==> src/rtl/audio_stream_pkg.sv <==
// Shared types and constants for the audio sample streamer.
// Holds the sequencer state encoding and the mid-scale silence code.
package audio_stream_pkg;

  typedef enum logic [2:0] {
    IDLE  = 3'd0,
    START = 3'd1,
    ARM   = 3'd2,
    WAIT  = 3'd3,
    PUSH  = 3'd4,
    NEXT  = 3'd5,
    STOP  = 3'd6
  } stream_state_t;

  // Mid-scale code for an unsigned PWM stage (no output swing)
  localparam logic [7:0] SILENCE = 8'h80;

endpackage

==> src/rtl/sample_fifo.sv <==
// Small synchronous prefetch FIFO with flush.
// A pop on an empty FIFO is ignored; a push on a full FIFO succeeds only when paired with a pop.
module sample_fifo #(
  parameter int DEPTH = 4,
  parameter int WIDTH = 8
) (
  input  logic             clk,
  input  logic             rst,
  input  logic             flush,
  input  logic             push,
  input  logic [WIDTH-1:0] wdata,
  input  logic             pop,
  output logic [WIDTH-1:0] rdata,
  output logic             full,
  output logic             empty
);

  localparam int AW = (DEPTH > 1) ? $clog2(DEPTH) : 1;
  localparam logic [AW:0] DEPTH_C = (AW + 1)'(DEPTH);

  logic [WIDTH-1:0] mem [DEPTH];
  logic [AW-1:0]    wr_ptr;
  logic [AW-1:0]    rd_ptr;
  logic [AW:0]      count;
  logic             do_push;
  logic             do_pop;

  assign empty   = (count == '0);
  assign full    = (count == DEPTH_C);
  assign do_pop  = pop && !empty;
  assign do_push = push && (!full || do_pop);
  assign rdata   = mem[rd_ptr];

  always_ff @(posedge clk) begin
    if (rst || flush) begin
      wr_ptr <= '0;
      rd_ptr <= '0;
      count  <= '0;
    end else begin
      if (do_push) wr_ptr <= wr_ptr + AW'(1);
      if (do_pop)  rd_ptr <= rd_ptr + AW'(1);
      count <= count + (AW + 1)'(do_push) - (AW + 1)'(do_pop);
    end
  end

  // Storage is not reset; occupancy is tracked solely by count
  always_ff @(posedge clk) begin
    if (do_push) mem[wr_ptr] <= wdata;
  end

endmodule

==> src/rtl/audio_sample_streamer.sv <==
// Streams unsigned 8-bit samples from serial flash into a PWM stage at a fixed rate.
// A byte sequencer keeps a small FIFO topped up while a divided tick pops one sample per period.
//
// state | meaning
// IDLE  | stream stopped, waiting for enable
// START | one-cycle flash_start at START_ADDR
// ARM   | waiting for controller to go busy
// WAIT  | waiting for controller to finish the byte
// PUSH  | write returned byte into FIFO, advance byte count
// NEXT  | wait for FIFO space, then flash_continue
// STOP  | one-cycle flash_stop; loop back to START or flush to IDLE
module audio_sample_streamer
  import audio_stream_pkg::*;
#(
  parameter int                   CLK_DIV     = 1200,
  parameter int                   ADDR_BITS   = 24,
  parameter logic [ADDR_BITS-1:0] START_ADDR  = '0,
  parameter logic [ADDR_BITS-1:0] NUM_SAMPLES = ADDR_BITS'(480000),
  parameter int                   FIFO_DEPTH  = 4
) (
  input  logic                 clk,
  input  logic                 rst,
  input  logic                 enable,
  output logic [ADDR_BITS-1:0] flash_addr,
  output logic                 flash_start,
  output logic                 flash_continue,
  output logic                 flash_stop,
  input  logic [7:0]           flash_data,
  input  logic                 flash_busy,
  output logic [7:0]           sample,
  output logic                 sample_strobe,
  output logic                 underrun
);

  localparam int CW = (CLK_DIV > 1) ? $clog2(CLK_DIV) : 1;

  stream_state_t        state_q, state_d;
  logic [ADDR_BITS-1:0] byte_cnt_q, byte_cnt_d;
  logic [ADDR_BITS-1:0] byte_cnt_inc;
  logic                 abort_q, abort;
  logic [CW-1:0]        div_cnt;
  logic                 tick;
  logic                 fifo_push, fifo_pop, fifo_flush;
  logic                 fifo_full, fifo_empty;
  logic [7:0]           fifo_rdata;

  // The controller auto-increments, so the start address is the only one ever issued
  assign flash_addr = START_ADDR;

  always_ff @(posedge clk) begin
    if (rst || !enable) div_cnt <= '0;
    else if (tick)      div_cnt <= '0;
    else                div_cnt <= div_cnt + CW'(1);
  end

  assign tick = enable && (div_cnt == CW'(CLK_DIV - 1));

  sample_fifo #(
    .DEPTH (FIFO_DEPTH),
    .WIDTH (8)
  ) u_fifo (
    .clk   (clk),
    .rst   (rst),
    .flush (fifo_flush),
    .push  (fifo_push),
    .wdata (flash_data),
    .pop   (fifo_pop),
    .rdata (fifo_rdata),
    .full  (fifo_full),
    .empty (fifo_empty)
  );

  assign byte_cnt_inc = byte_cnt_q + ADDR_BITS'(1);
  // A stop request is remembered so an outstanding byte can finish first
  assign abort        = abort_q || !enable;

  always_ff @(posedge clk) begin
    if (rst) begin
      state_q    <= IDLE;
      byte_cnt_q <= '0;
      abort_q    <= 1'b0;
    end else begin
      state_q    <= state_d;
      byte_cnt_q <= byte_cnt_d;
      abort_q    <= (state_d != IDLE) && abort;
    end
  end

  always_comb begin
    state_d        = state_q;
    byte_cnt_d     = byte_cnt_q;
    flash_start    = 1'b0;
    flash_continue = 1'b0;
    flash_stop     = 1'b0;
    fifo_push      = 1'b0;
    fifo_flush     = 1'b0;
    case (state_q)
      IDLE: begin
        byte_cnt_d = '0;
        if (enable) state_d = START;
      end
      START: begin
        flash_start = 1'b1;
        state_d     = ARM;
      end
      ARM: begin
        if (flash_busy) state_d = WAIT;
      end
      WAIT: begin
        if (!flash_busy) state_d = abort ? STOP : PUSH;
      end
      PUSH: begin
        fifo_push = 1'b1;
        if (byte_cnt_inc == NUM_SAMPLES) begin
          byte_cnt_d = '0;
          state_d    = STOP;
        end else begin
          byte_cnt_d = byte_cnt_inc;
          state_d    = abort ? STOP : NEXT;
        end
      end
      NEXT: begin
        if (abort) begin
          state_d = STOP;
        end else if (!fifo_full) begin
          flash_continue = 1'b1;
          state_d        = ARM;
        end
      end
      STOP: begin
        flash_stop = 1'b1;
        if (abort) begin
          fifo_flush = 1'b1;
          byte_cnt_d = '0;
          state_d    = IDLE;
        end else begin
          state_d = START;
        end
      end
      default: state_d = IDLE;
    endcase
  end

  assign fifo_pop = tick && !fifo_empty && !fifo_flush;

  always_ff @(posedge clk) begin
    if (rst) begin
      sample        <= SILENCE;
      sample_strobe <= 1'b0;
      underrun      <= 1'b0;
    end else begin
      sample_strobe <= 1'b0;
      if (fifo_flush) begin
        sample <= SILENCE;
      end else if (fifo_pop) begin
        sample        <= fifo_rdata;
        sample_strobe <= 1'b1;
      end
      if (tick && fifo_empty) underrun <= 1'b1;
    end
  end

endmodule

==> config.mk <==
export PLATFORM = sky130hd
export DESIGN_NAME = audio_sample_streamer
export DESIGN_NICKNAME = d
export VERILOG_FILES = /design/src/rtl/audio_stream_pkg.sv /design/src/rtl/sample_fifo.sv /design/src/rtl/audio_sample_streamer.sv
export SDC_FILE = /design/constraint.sdc
export NUM_CORES = 1
export LEC_CHECK = 0
export BUFFER_PORTS_ARGS = -buffer_cell sky130_fd_sc_hd__buf_2
export CORE_ASPECT_RATIO = 1.5
export CORE_MARGIN = 8
export CORE_UTILIZATION = 46
export DETAILED_ROUTE_END_ITERATION = 10
export HOLD_SLACK_MARGIN = 0.15
export PLACE_DENSITY = 0.63
export SLEW_MARGIN = 20
export SYNTH_ARGS = -nofsm -noshare
export SYNTH_HDL_FRONTEND = slang
export SYNTH_SLANG_ARGS = --single-unit
==> constraint.sdc <==
create_clock -name clk -period 4.58 [get_ports clk]
set_input_delay 0.458 -clock clk [delete_from_list [all_inputs] [get_ports clk]]
set_output_delay 0.458 -clock clk [all_outputs]
set_load 0.02 [all_outputs]
==> results of run 1 <==
==> layout by cell type, fill, tap and decap left out, drive strengths merged, types with 3 or more instances in the layout <==
cell and instances:
dfxtp 56, nor2 45, nand2 37, edfxtp 32, nand3 27, buf 27
conb 24, o21ai 20, inv 16, mux2i 14, xor2 14, a21oi 12
xnor2 10, a31oi 10, clkbuf 9, nor4 9, nand4 9, mux4 8
ha 8, nor3 8, and2 6, nand4b 5, nand3b 4, clkinv 4
or2 3, or3 3, and3 3, or4 3, nor4b 3
==> report_power, final <==
group          total, mW  leakage (nW)  internal (mW)  switching [mW]
clock network      0.795         0.160          0.483           0.312
registers          0.821         0.739          0.814         0.00648
logic             0.0736         0.768         0.0190          0.0546
total               1.69          1.67           1.32           0.373
==> area by class of cell <==
type                    instances  area [um^2]
clock buffers                   9          225
well taps                     112          140
fillers                       844         4490
multi-input cells             308         2010
clock inverters                 7          104
inverters                      15         56.3
flip-flops and latches         88         2080
repair buffers                 27          143
==> flip-flops by register name, indices dropped and copies added (netlist names) <==
signal         count
abort_q            1
u_fifo.count       3
u_fifo.wr_ptr      2
byte_cnt_q        24
u_fifo.mem        32
underrun           1
u_fifo.rd_ptr      2
sample             8
state_q            3
div_cnt           11
sample_strobe      1
==> metrics by stage <==
step	worst slack, ns	area [um^2]	std cells	utilization (%)	total power, mW
after floorplan	1.37	4450	461	-	0.907
after global placement	1.51	4440	550	47.9	0.910
after detailed placement	1.39	4440	550	47.9	0.911
after CTS	1.39	4760	566	51.5	1.71
after global routing	1.17	4760	566	51.5	1.74
final	1.39	4760	566	51.5	1.69
==> critical path: stages (launching register included) <==
cell      delay [ns]
dfxtp_1         0.46
ha_1            0.37
nand4_1         0.22
nor4_1          0.48
and4_1          0.31
nand3_1         0.09
a2111o_1        0.66
nand2_1         0.32
o21ai_0         0.14
==> synthesized netlist by cell type (all sizes together) (3+ instances only) <==
| cell type | count |
|---|---|
| a21oi | 12 |
| a31oi | 10 |
| and2 | 6 |
| and3 | 3 |
| buf | 35 |
| clkbuf | 15 |
| dfxtp | 56 |
| edfxtp | 32 |
| ha | 8 |
| inv | 15 |
| mux2i | 14 |
| mux4 | 8 |
| nand2 | 37 |
| nand3 | 27 |
| nand3b | 4 |
| nand4 | 9 |
| nand4b | 5 |
| nor2 | 45 |
| nor3 | 8 |
| nor4 | 9 |
| nor4b | 3 |
| o21ai | 20 |
| or2 | 3 |
| or3 | 3 |
| or4 | 3 |
| xnor2 | 10 |
| xor2 | 14 |
==> how the worst max path moves through the flow <==
stage / from / slack, ns / cells after the start / to
after floorplan: state_q[1]$_SDFF_PP0_ / 1.37 / 13 / u_fifo.count[2]$_SDFF_PP0_
after global placement: byte_cnt_q[0]$_SDFFE_PP0P_ / 1.51 / 8 / byte_cnt_q[4]$_SDFFE_PP0P_
after detailed placement: byte_cnt_q[0]$_SDFFE_PP0P_ / 1.39 / 8 / byte_cnt_q[4]$_SDFFE_PP0P_
after CTS: byte_cnt_q[0]$_SDFFE_PP0P_ / 1.39 / 8 / byte_cnt_q[4]$_SDFFE_PP0P_
after global routing: byte_cnt_q[0]$_SDFFE_PP0P_ / 1.17 / 8 / byte_cnt_q[10]$_SDFFE_PP0P_
final: byte_cnt_q[0]$_SDFFE_PP0P_ / 1.39 / 8 / byte_cnt_q[23]$_SDFFE_PP0P_
==> layer usage <==
| layer | vias up | global-route usage (%) | share of wire, % |
|---|---|---|---|
| met5 | - | 0 | 0 |
| met4 | 0 | 7.64 | 1.9 |
| met3 | 12 | 3.27 | 3.6 |
| met2 | 58 | 25.5 | 54 |
| met1 | 1486 | 15.1 | 40 |
| li1 | 1530 | - | - |
==> logic make-up (layout without fill, tap and decap cells) <==
kind of cell               Yosys count  in the layout  synth area share (%)
and+or+nand+nor                    175            175                  21.5
DFF                                 88             88                  47.7
buffers and inverters               65             58                  8.42
AOI/OAI and AO/OA                   54             54                  7.45
xor gates and xnor gates            24             24                  4.81
muxes                               22             22                  7.33
adders and majority gates            9              9                  2.75
other                                1             24                0.0859
==> impl_metrics.ini, run 1 <==
[timing]
whs_ns = 0.328
period_share_pct = 69.7
post-route-min-period_ns = 3.19
setup_tns_ns = 0
maxSlewViolCount = 0
fin_worst_skew_ns = 0.00584
finalSetupViolations = 0
fmax_mhz = 313
relSlewSlack_pct = 56.8
hold_viol_final = 0
tightest_slew_ns = 0.648
rsz0062_at_grt = false

[logic_synthesis]
yosysTopAreaCellShare_pct = 25.7
yosysUniqueCellTypes = 58
yosys-top-cells-area = dfxtp_1, edfxtp_1, buf_4
yosys_register_bits = 88
synthFlopType = dfxtp_1
avgSynthCellArea_um2 = 9.97
synth_area_leader_cell = dfxtp_1
syn_area_mm2 = 0.00437
synth-async-reset-ratio_pct = 0
yosysSeqAreaShare_pct = 47.7
postSynthCellCount = 438
synth_edf_count = 32
ys_warn_count = 0

[pwr]
ir_worst_vdd_mv = 0.308
leakage_nw = 1.67
power_density_mw_per_mm2 = 355

[critical_path]
startpoint_type = flop
crit_arrival_ns = 3.41
reg2reg_to = byte_cnt_q[23]$_SDFFE_PP0P_
crit_path_end_kind = flop
ff2ff_setup_slack_ns = 1.39
r2r_start = byte_cnt_q[0]$_SDFFE_PP0P_
path_max_fanout = 18
worst_r2r_path_depth = 8
required_ns = 4.80
worst-setup-path-type = flop to flop

[place]
dp_hpwl_um = 6210
gp_congestion = 0.892
io_buffers = 24

[final_layout]
diodes = 0
nets = 470
area_growth_pct = 9.08
drive_gt1_share_pct = 13.7

[die]
io_pins = 49
rows = 43
die_h_um = 135
start_util_pct = 47.2
core_area_mm2 = 0.00925
die-width_um = 95.6
dieArea_mm2 = 0.0129

[clocking]
clockRootBuffer = clkbuf_16
clockBufferDepth = 2
cts_resized = 0
cts.sink_count = 88
cts_setup_buffers = 0
tritoncts = done
path_clk_slew_ns = 0.07
clk_latency_ns = 0.34
htree_levels = 3
cts_buffers = 9
holdBufCountCts = 0

[worst_hold_path]
hold_path.class = input port to flop
min_from = flash_data[4]
min_path_cells = 1
min_to = u_fifo.mem[3][4]$_DFFE_PP_

[flow_run]
drv_cap = 0

[drt]
wl_um = 8670
detailedRoute.firstPassIterationCount = 4
wl_per_cell_um = 15.3
via_count = 3086
drc = 0
drtIter0Drc = 140
via_per_inst = 5.45
antenna_left = 0

[grt]
grt_pass1_wl_um = 14600
grt_overflow = 0
grt_pass1_vias = 3102
grt_use_total_pct = 14.4
antenna_found_initial = 0
grt_start_max_net_pins = 26

[run_status]
status = finished clean
No activity file was read; power rests on OpenSTA's default activity.
==> run 2: changes to the inputs <==
ABC_AREA = 1   (was not set)
clock period = 3 ns   (was 4.58 ns; I/O delays follow)
==> run 2 against run 1 <==
Wire length increased by 15%. Via count increased by 20%. Worst hold slack worse by 0.16 ns. Die area up 2.7%. Register-to-register slack worse by 0.97 ns. Largest cell class unchanged.
==> impl_metrics.ini, run 2 <==
[run_status]
status = finished clean

[critical_path]
reg2reg_to = u_fifo.count[2]$_SDFF_PP0_
path_max_fanout = 4
slowest_stage = fa_1
path_cells = inv_1, nor4_1, nand3_1, inv_1, o21ai_0, nor2_1, ha_1, inv_1, ha_1, inv_1, fa_1, xnor2_1, xor2_1, nand2_1, inv_1
crit_path_end_kind = flop
worst_path_largest_cell_delay_ns = 0.38
worst_r2r_path_depth = 15
required_ns = 3.28
r2r_start = div_cnt[7]$_SDFF_PP0_
critical_path_buf_inv_count = 5
crit_arrival_ns = 2.87
startpoint_type = flop
ff2ff_setup_slack_ns = 0.42
path_delay_family = adder cells
worst-setup-path-type = flop to flop
crit_top_cell = inv_1

[timing]
period_share_pct = 86.1
finalSetupViolations = 0
hold_viol_final = 0
setup_tns_ns = 0
whs_ns = 0.171
rsz0062_at_grt = false
maxSlewViolCount = 0
fmax_mhz = 387
relSlewSlack_pct = 60.8
worst_slack_ns = 0.417
tightest_slew_ns = 0.588
post-route-min-period_ns = 2.58
fin_worst_skew_ns = 0.00500

[final_layout]
diodes = 0
area_growth_pct = 10.7
fillerInstances = 919
final_common_cell = nand2_1
reg_top3 = u_fifo.mem (32), byte_cnt_q (24), div_cnt (11)
mostFrequentLayoutCells = nand2_1, nor2_1, inv_1
nets = 642
largest_register_ffs = 32
regMostFlops = u_fifo.mem
drive_gt1_share_pct = 11.8
finish.utilization_pct = 51.8

[logic_synthesis]
yosysTopAreaCellShare_pct = 24.9
yosys_register_bits = 88
yosysMostFrequentCell = nand2_1
yosysSeqAreaShare_pct = 46.2
synth-async-reset-ratio_pct = 0
avgSynthCellArea_um2 = 7.61
synth_area_leader_cell = dfxtp_1
yosysUniqueCellTypes = 36
ys_warn_count = 0
postSynthCellCount = 592
syn_area_mm2 = 0.00451
synth_edf_count = 32
synth_common_cells = nand2_1, nor2_1, inv_1
synthFlopType = dfxtp_1
yosys-top-cells-area = dfxtp_1, edfxtp_1, nand2_1

[place]
io_buffers = 24
gp_congestion = 0.835
dp_hpwl_um = 7390
post-place-ws_ns = 0.452

[clocking]
tritoncts = done
cts_buffers = 9
holdBufCountCts = 0
clockBufferDepth = 2
path_clk_slew_ns = 0.06
cts.sink_count = 88
clk_latency_ns = 0.34
cts_setup_buffers = 0
htree_levels = 3
cts_resized = 0
clockRootBuffer = clkbuf_16

[drt]
wl_per_cell_um = 13.5
antenna_left = 0
drtIter0Drc = 193
detailedRoute.firstPassIterationCount = 4
drc = 0
via_count = 3696
wl_um = 9980
via_per_inst = 4.99

[die]
core_area_mm2 = 0.00963
io_pins = 49
die-width_um = 96.8
start_util_pct = 46.8
rows = 44
die_h_um = 137
dieArea_mm2 = 0.0133

[grt]
grt_pass1_vias = 3567
antenna_found_initial = 0
grt_overflow = 0
grt_start_max_net_pins = 31
grt_use_total_pct = 15.3
grt_pass1_wl_um = 16400

[worst_hold_path]
min_to = u_fifo.mem[3][0]$_DFFE_PP_
min_from = flash_data[0]
hold_path.class = input port to flop
min_path_cells = 1

[pwr]
ir_worst_vdd_mv = 0.455
power_mw = 2.52
power_density_mw_per_mm2 = 506
leakage_nw = 1.95

[flow_run]
drv_cap = 0
-- run 2: area by class of cell --
type	instances	area [um^2]	share of cell area [%]
flip-flops and latches	88	2080	41.7
multi-input cells	425	2030	40.6
inverters	63	236	4.74
clock buffers	9	225	4.52
repair buffers	34	195	3.91
well taps	115	144	2.89
clock inverters	7	77.6	1.56
-- run 2: where the power goes --
group | internal (mW) | leakage (nW) | switching (mW)
clock | 0.651 | 0.135 | 0.478
combinational | 0.0349 | 1.08 | 0.110
sequential | 1.24 | 0.739 | 0.00599
total | 1.93 | 1.95 | 0.594
-- run 2: stage by stage --
stage | area [um^2] | instances
final | 4990 | 741
after global routing | 4990 | 741
after CTS | 4990 | 741
after detailed placement | 4680 | 725
after global placement | 4680 | 725
after floorplan | 4590 | 615
-- run 2: worst max-delay path by stage --
stage | start | endpoint | slack (ns) | depth (start not counted)
finish | div_cnt[7]$_SDFF_PP0_ | u_fifo.count[2]$_SDFF_PP0_ | 0.42 | 15
global route | div_cnt[7]$_SDFF_PP0_ | u_fifo.count[2]$_SDFF_PP0_ | 0.12 | 15
CTS | div_cnt[0]$_SDFF_PP0_ | u_fifo.count[2]$_SDFF_PP0_ | 0.41 | 16
detailed placement | div_cnt[0]$_SDFF_PP0_ | u_fifo.count[2]$_SDFF_PP0_ | 0.45 | 16
global placement | div_cnt[7]$_SDFF_PP0_ | u_fifo.count[2]$_SDFF_PP0_ | 0.52 | 15
floorplan | state_q[2]$_SDFF_PP0_ | u_fifo.count[2]$_SDFF_PP0_ | 0.04 | 15
-- run 2: routing by layer --
metal / track usage, % / vias up / share of wire, %
met3: 3.71 / 10 / 3.9
met1: 15.6 / 1692 / 40
li1: - / 1926 / -
met2: 28.6 / 68 / 55
met5: 0 / - / 0
met4: 7.21 / 0 / 1.7
-- run 2: cell families after synthesis --
| kind of cell | count (synthesis) | synth area share [%] |
|---|---|---|
| AOI/OAI and AO/OA | 84 | 9.75 |
| xor gates and xnor gates | 3 | 0.583 |
| adders and majority gates | 9 | 2.67 |
| buffers and inverters | 102 | 10.7 |
| DFF | 88 | 46.2 |
| other | 1 | 0.0832 |
| and+or+nand+nor | 305 | 30.0 |
==> run 3: changes to the inputs <==
CELL_PAD_IN_SITES_DETAIL_PLACEMENT = 1   (was not set)
CELL_PAD_IN_SITES_GLOBAL_PLACEMENT = 2   (was not set)
CORE_UTILIZATION = 34   (was 46)
PLACE_DENSITY = 0.77   (was 0.63)
==> run 3 against run 2 <==
First-iteration DRC count fell by 38%. Sequential share of layout area shrank 0.44 points. Flip-flop and latch count did not move. Utilization shrank 13 points. Critical path type unchanged. Sequential power about the same. Non-clock buffer count grew 2. Largest cell class unchanged. Highest routed layer unchanged.
==> impl_metrics.ini, run 3 (same netlist as run 2, synthesis figures left out) <==
[run_status]
status = finished clean

[timing]
fin_worst_skew_ns = 0.0131
finalSetupViolations = 0
setup_tns_ns = 0
fmax_mhz = 374
post-route-min-period_ns = 2.67
rsz0062_at_grt = false
hold_viol_final = 0
period_share_pct = 89.0
tightest_slew_ns = 0.686
maxSlewViolCount = 0
relSlewSlack_pct = 54.1

[place]
dp_hpwl_um = 9030
io_buffers = 24
gp_congestion = 0.740

[critical_path]
crit_arrival_ns = 2.95
crit_path_end_kind = flop
required_ns = 3.28
path_max_fanout = 6
reg2reg_to = u_fifo.count[2]$_SDFF_PP0_
ff2ff_setup_slack_ns = 0.33
worst_r2r_path_depth = 14
startpoint_type = flop
r2r_start = state_q[2]$_SDFF_PP0_
worst-setup-path-type = flop to flop
startpoint = state_q[2]$_SDFF_PP0_

[drt]
wl_per_cell_um = 14.9
via_count = 3781
drtIter0Drc = 120
wl_um = 11700
detailedRoute.firstPassIterationCount = 4
via_per_inst = 4.80
drc = 0
antenna_left = 0

[clocking]
cts_buffers = 9
holdBufCountCts = 0
clockBufferDepth = 2
cts_setup_buffers = 0
cts_resized = 0
path_clk_slew_ns = 0.07
htree_levels = 3
cts.sink_count = 88
clk_latency_ns = 0.34
tritoncts = done
clockRootBuffer = clkbuf_16

[worst_hold_path]
min_to = u_fifo.mem[2][5]$_DFFE_PP_
min_path_cells = 1
hold_path.class = input port to flop
min_from = flash_data[5]

[die]
die_h_um = 157
core_area_mm2 = 0.0130
dieArea_mm2 = 0.0173
die-width_um = 110
rows = 51
io_pins = 49
start_util_pct = 34.8

[grt]
grt_pass1_vias = 4035
grt_overflow = 0
antenna_found_initial = 0
grt_use_total_pct = 14.5
grt_pass1_wl_um = 19700
grt_start_max_net_pins = 30

[pwr]
ir_worst_vdd_mv = 0.357
power_density_mw_per_mm2 = 496
leakage_nw = 1.96
power_mw = 2.50

[final_layout]
finish.utilization_pct = 38.9
drive_gt1_share_pct = 11.9
mostFrequentLayoutCells = nand2_1, nor2_1, inv_1
diodes = 0
fillerInstances = 1641
reg_top3 = u_fifo.mem (32), byte_cnt_q (24), div_cnt (11)
largest_register_ffs = 32
area_growth_pct = 11.9
final_common_cell = nand2_1
regMostFlops = u_fifo.mem
nets = 644

[flow_run]
drv_cap = 0
[run 3: worst max path at each step]
stage               depth (start not counted)                          to  slack, ns
floorplan                                  15  u_fifo.count[2]$_SDFF_PP0_       0.04
global placement                           16  u_fifo.count[2]$_SDFF_PP0_       0.48
detailed placement                         14  u_fifo.count[2]$_SDFF_PP0_       0.34
CTS                                        14  u_fifo.count[2]$_SDFF_PP0_       0.32
global route                               14  u_fifo.count[2]$_SDFF_PP0_       0.16
finish                                     14  u_fifo.count[2]$_SDFF_PP0_       0.33
[run 3: stage by stage]
| stage | cells | worst slack, ns | hold slack, ns | instance area [um^2] |
|---|---|---|---|---|
| 2_1_floorplan | 615 | 0.0377 | 0.399 | 4590 |
| 3_3_place_gp | 771 | 0.483 | 0.429 | 4750 |
| 3_5_place_dp | 771 | 0.344 | 0.451 | 4750 |
| 4_1_cts | 787 | 0.318 | 0.161 | 5040 |
| 5_1_grt | 787 | 0.162 | 0.165 | 5040 |
| 6_report | 787 | 0.329 | 0.172 | 5040 |
[run 3: worst max-delay path, cell delays in order, from the launching register on]
cell,delay (ns)
dfxtp_1,0.39
inv_1,0.12
nor3_1,0.26
inv_1,0.11
o21ai_0,0.27
nor2_1,0.11
ha_1,0.30
inv_1,0.06
ha_1,0.13
inv_1,0.05
fa_1,0.37
xnor2_1,0.18
xor2_1,0.17
nand2_1,0.07
inv_1,0.05
[run 3: layer usage]
metal  wire [um]  part of all wire, %  GRT usage [%]
met5           0                    0              0
met3         313                  2.7           3.03
met2        6600                   56           27.5
met1        4720                   40           15.2
met4         112                 0.95           4.07
[run 3: area by class of cell]
class,instances,area (um^2),area share (%)
Clock buffer,9,225,4.47
Clock inverter,7,60.1,1.19
Sequential cell,88,2080,41.3
Multi-Input combinational cell,425,2030,40.2
Timing Repair Buffer,36,210,4.17
Tap cell,159,199,3.95
Inverter,63,236,4.69
[run 3: power breakdown]
part	leakage, nW	switching (mW)	internal [mW]
registers	0.739	0.00624	1.24
logic	1.09	0.117	0.0390
clock network	0.138	0.516	0.580
total	1.96	0.638	1.86
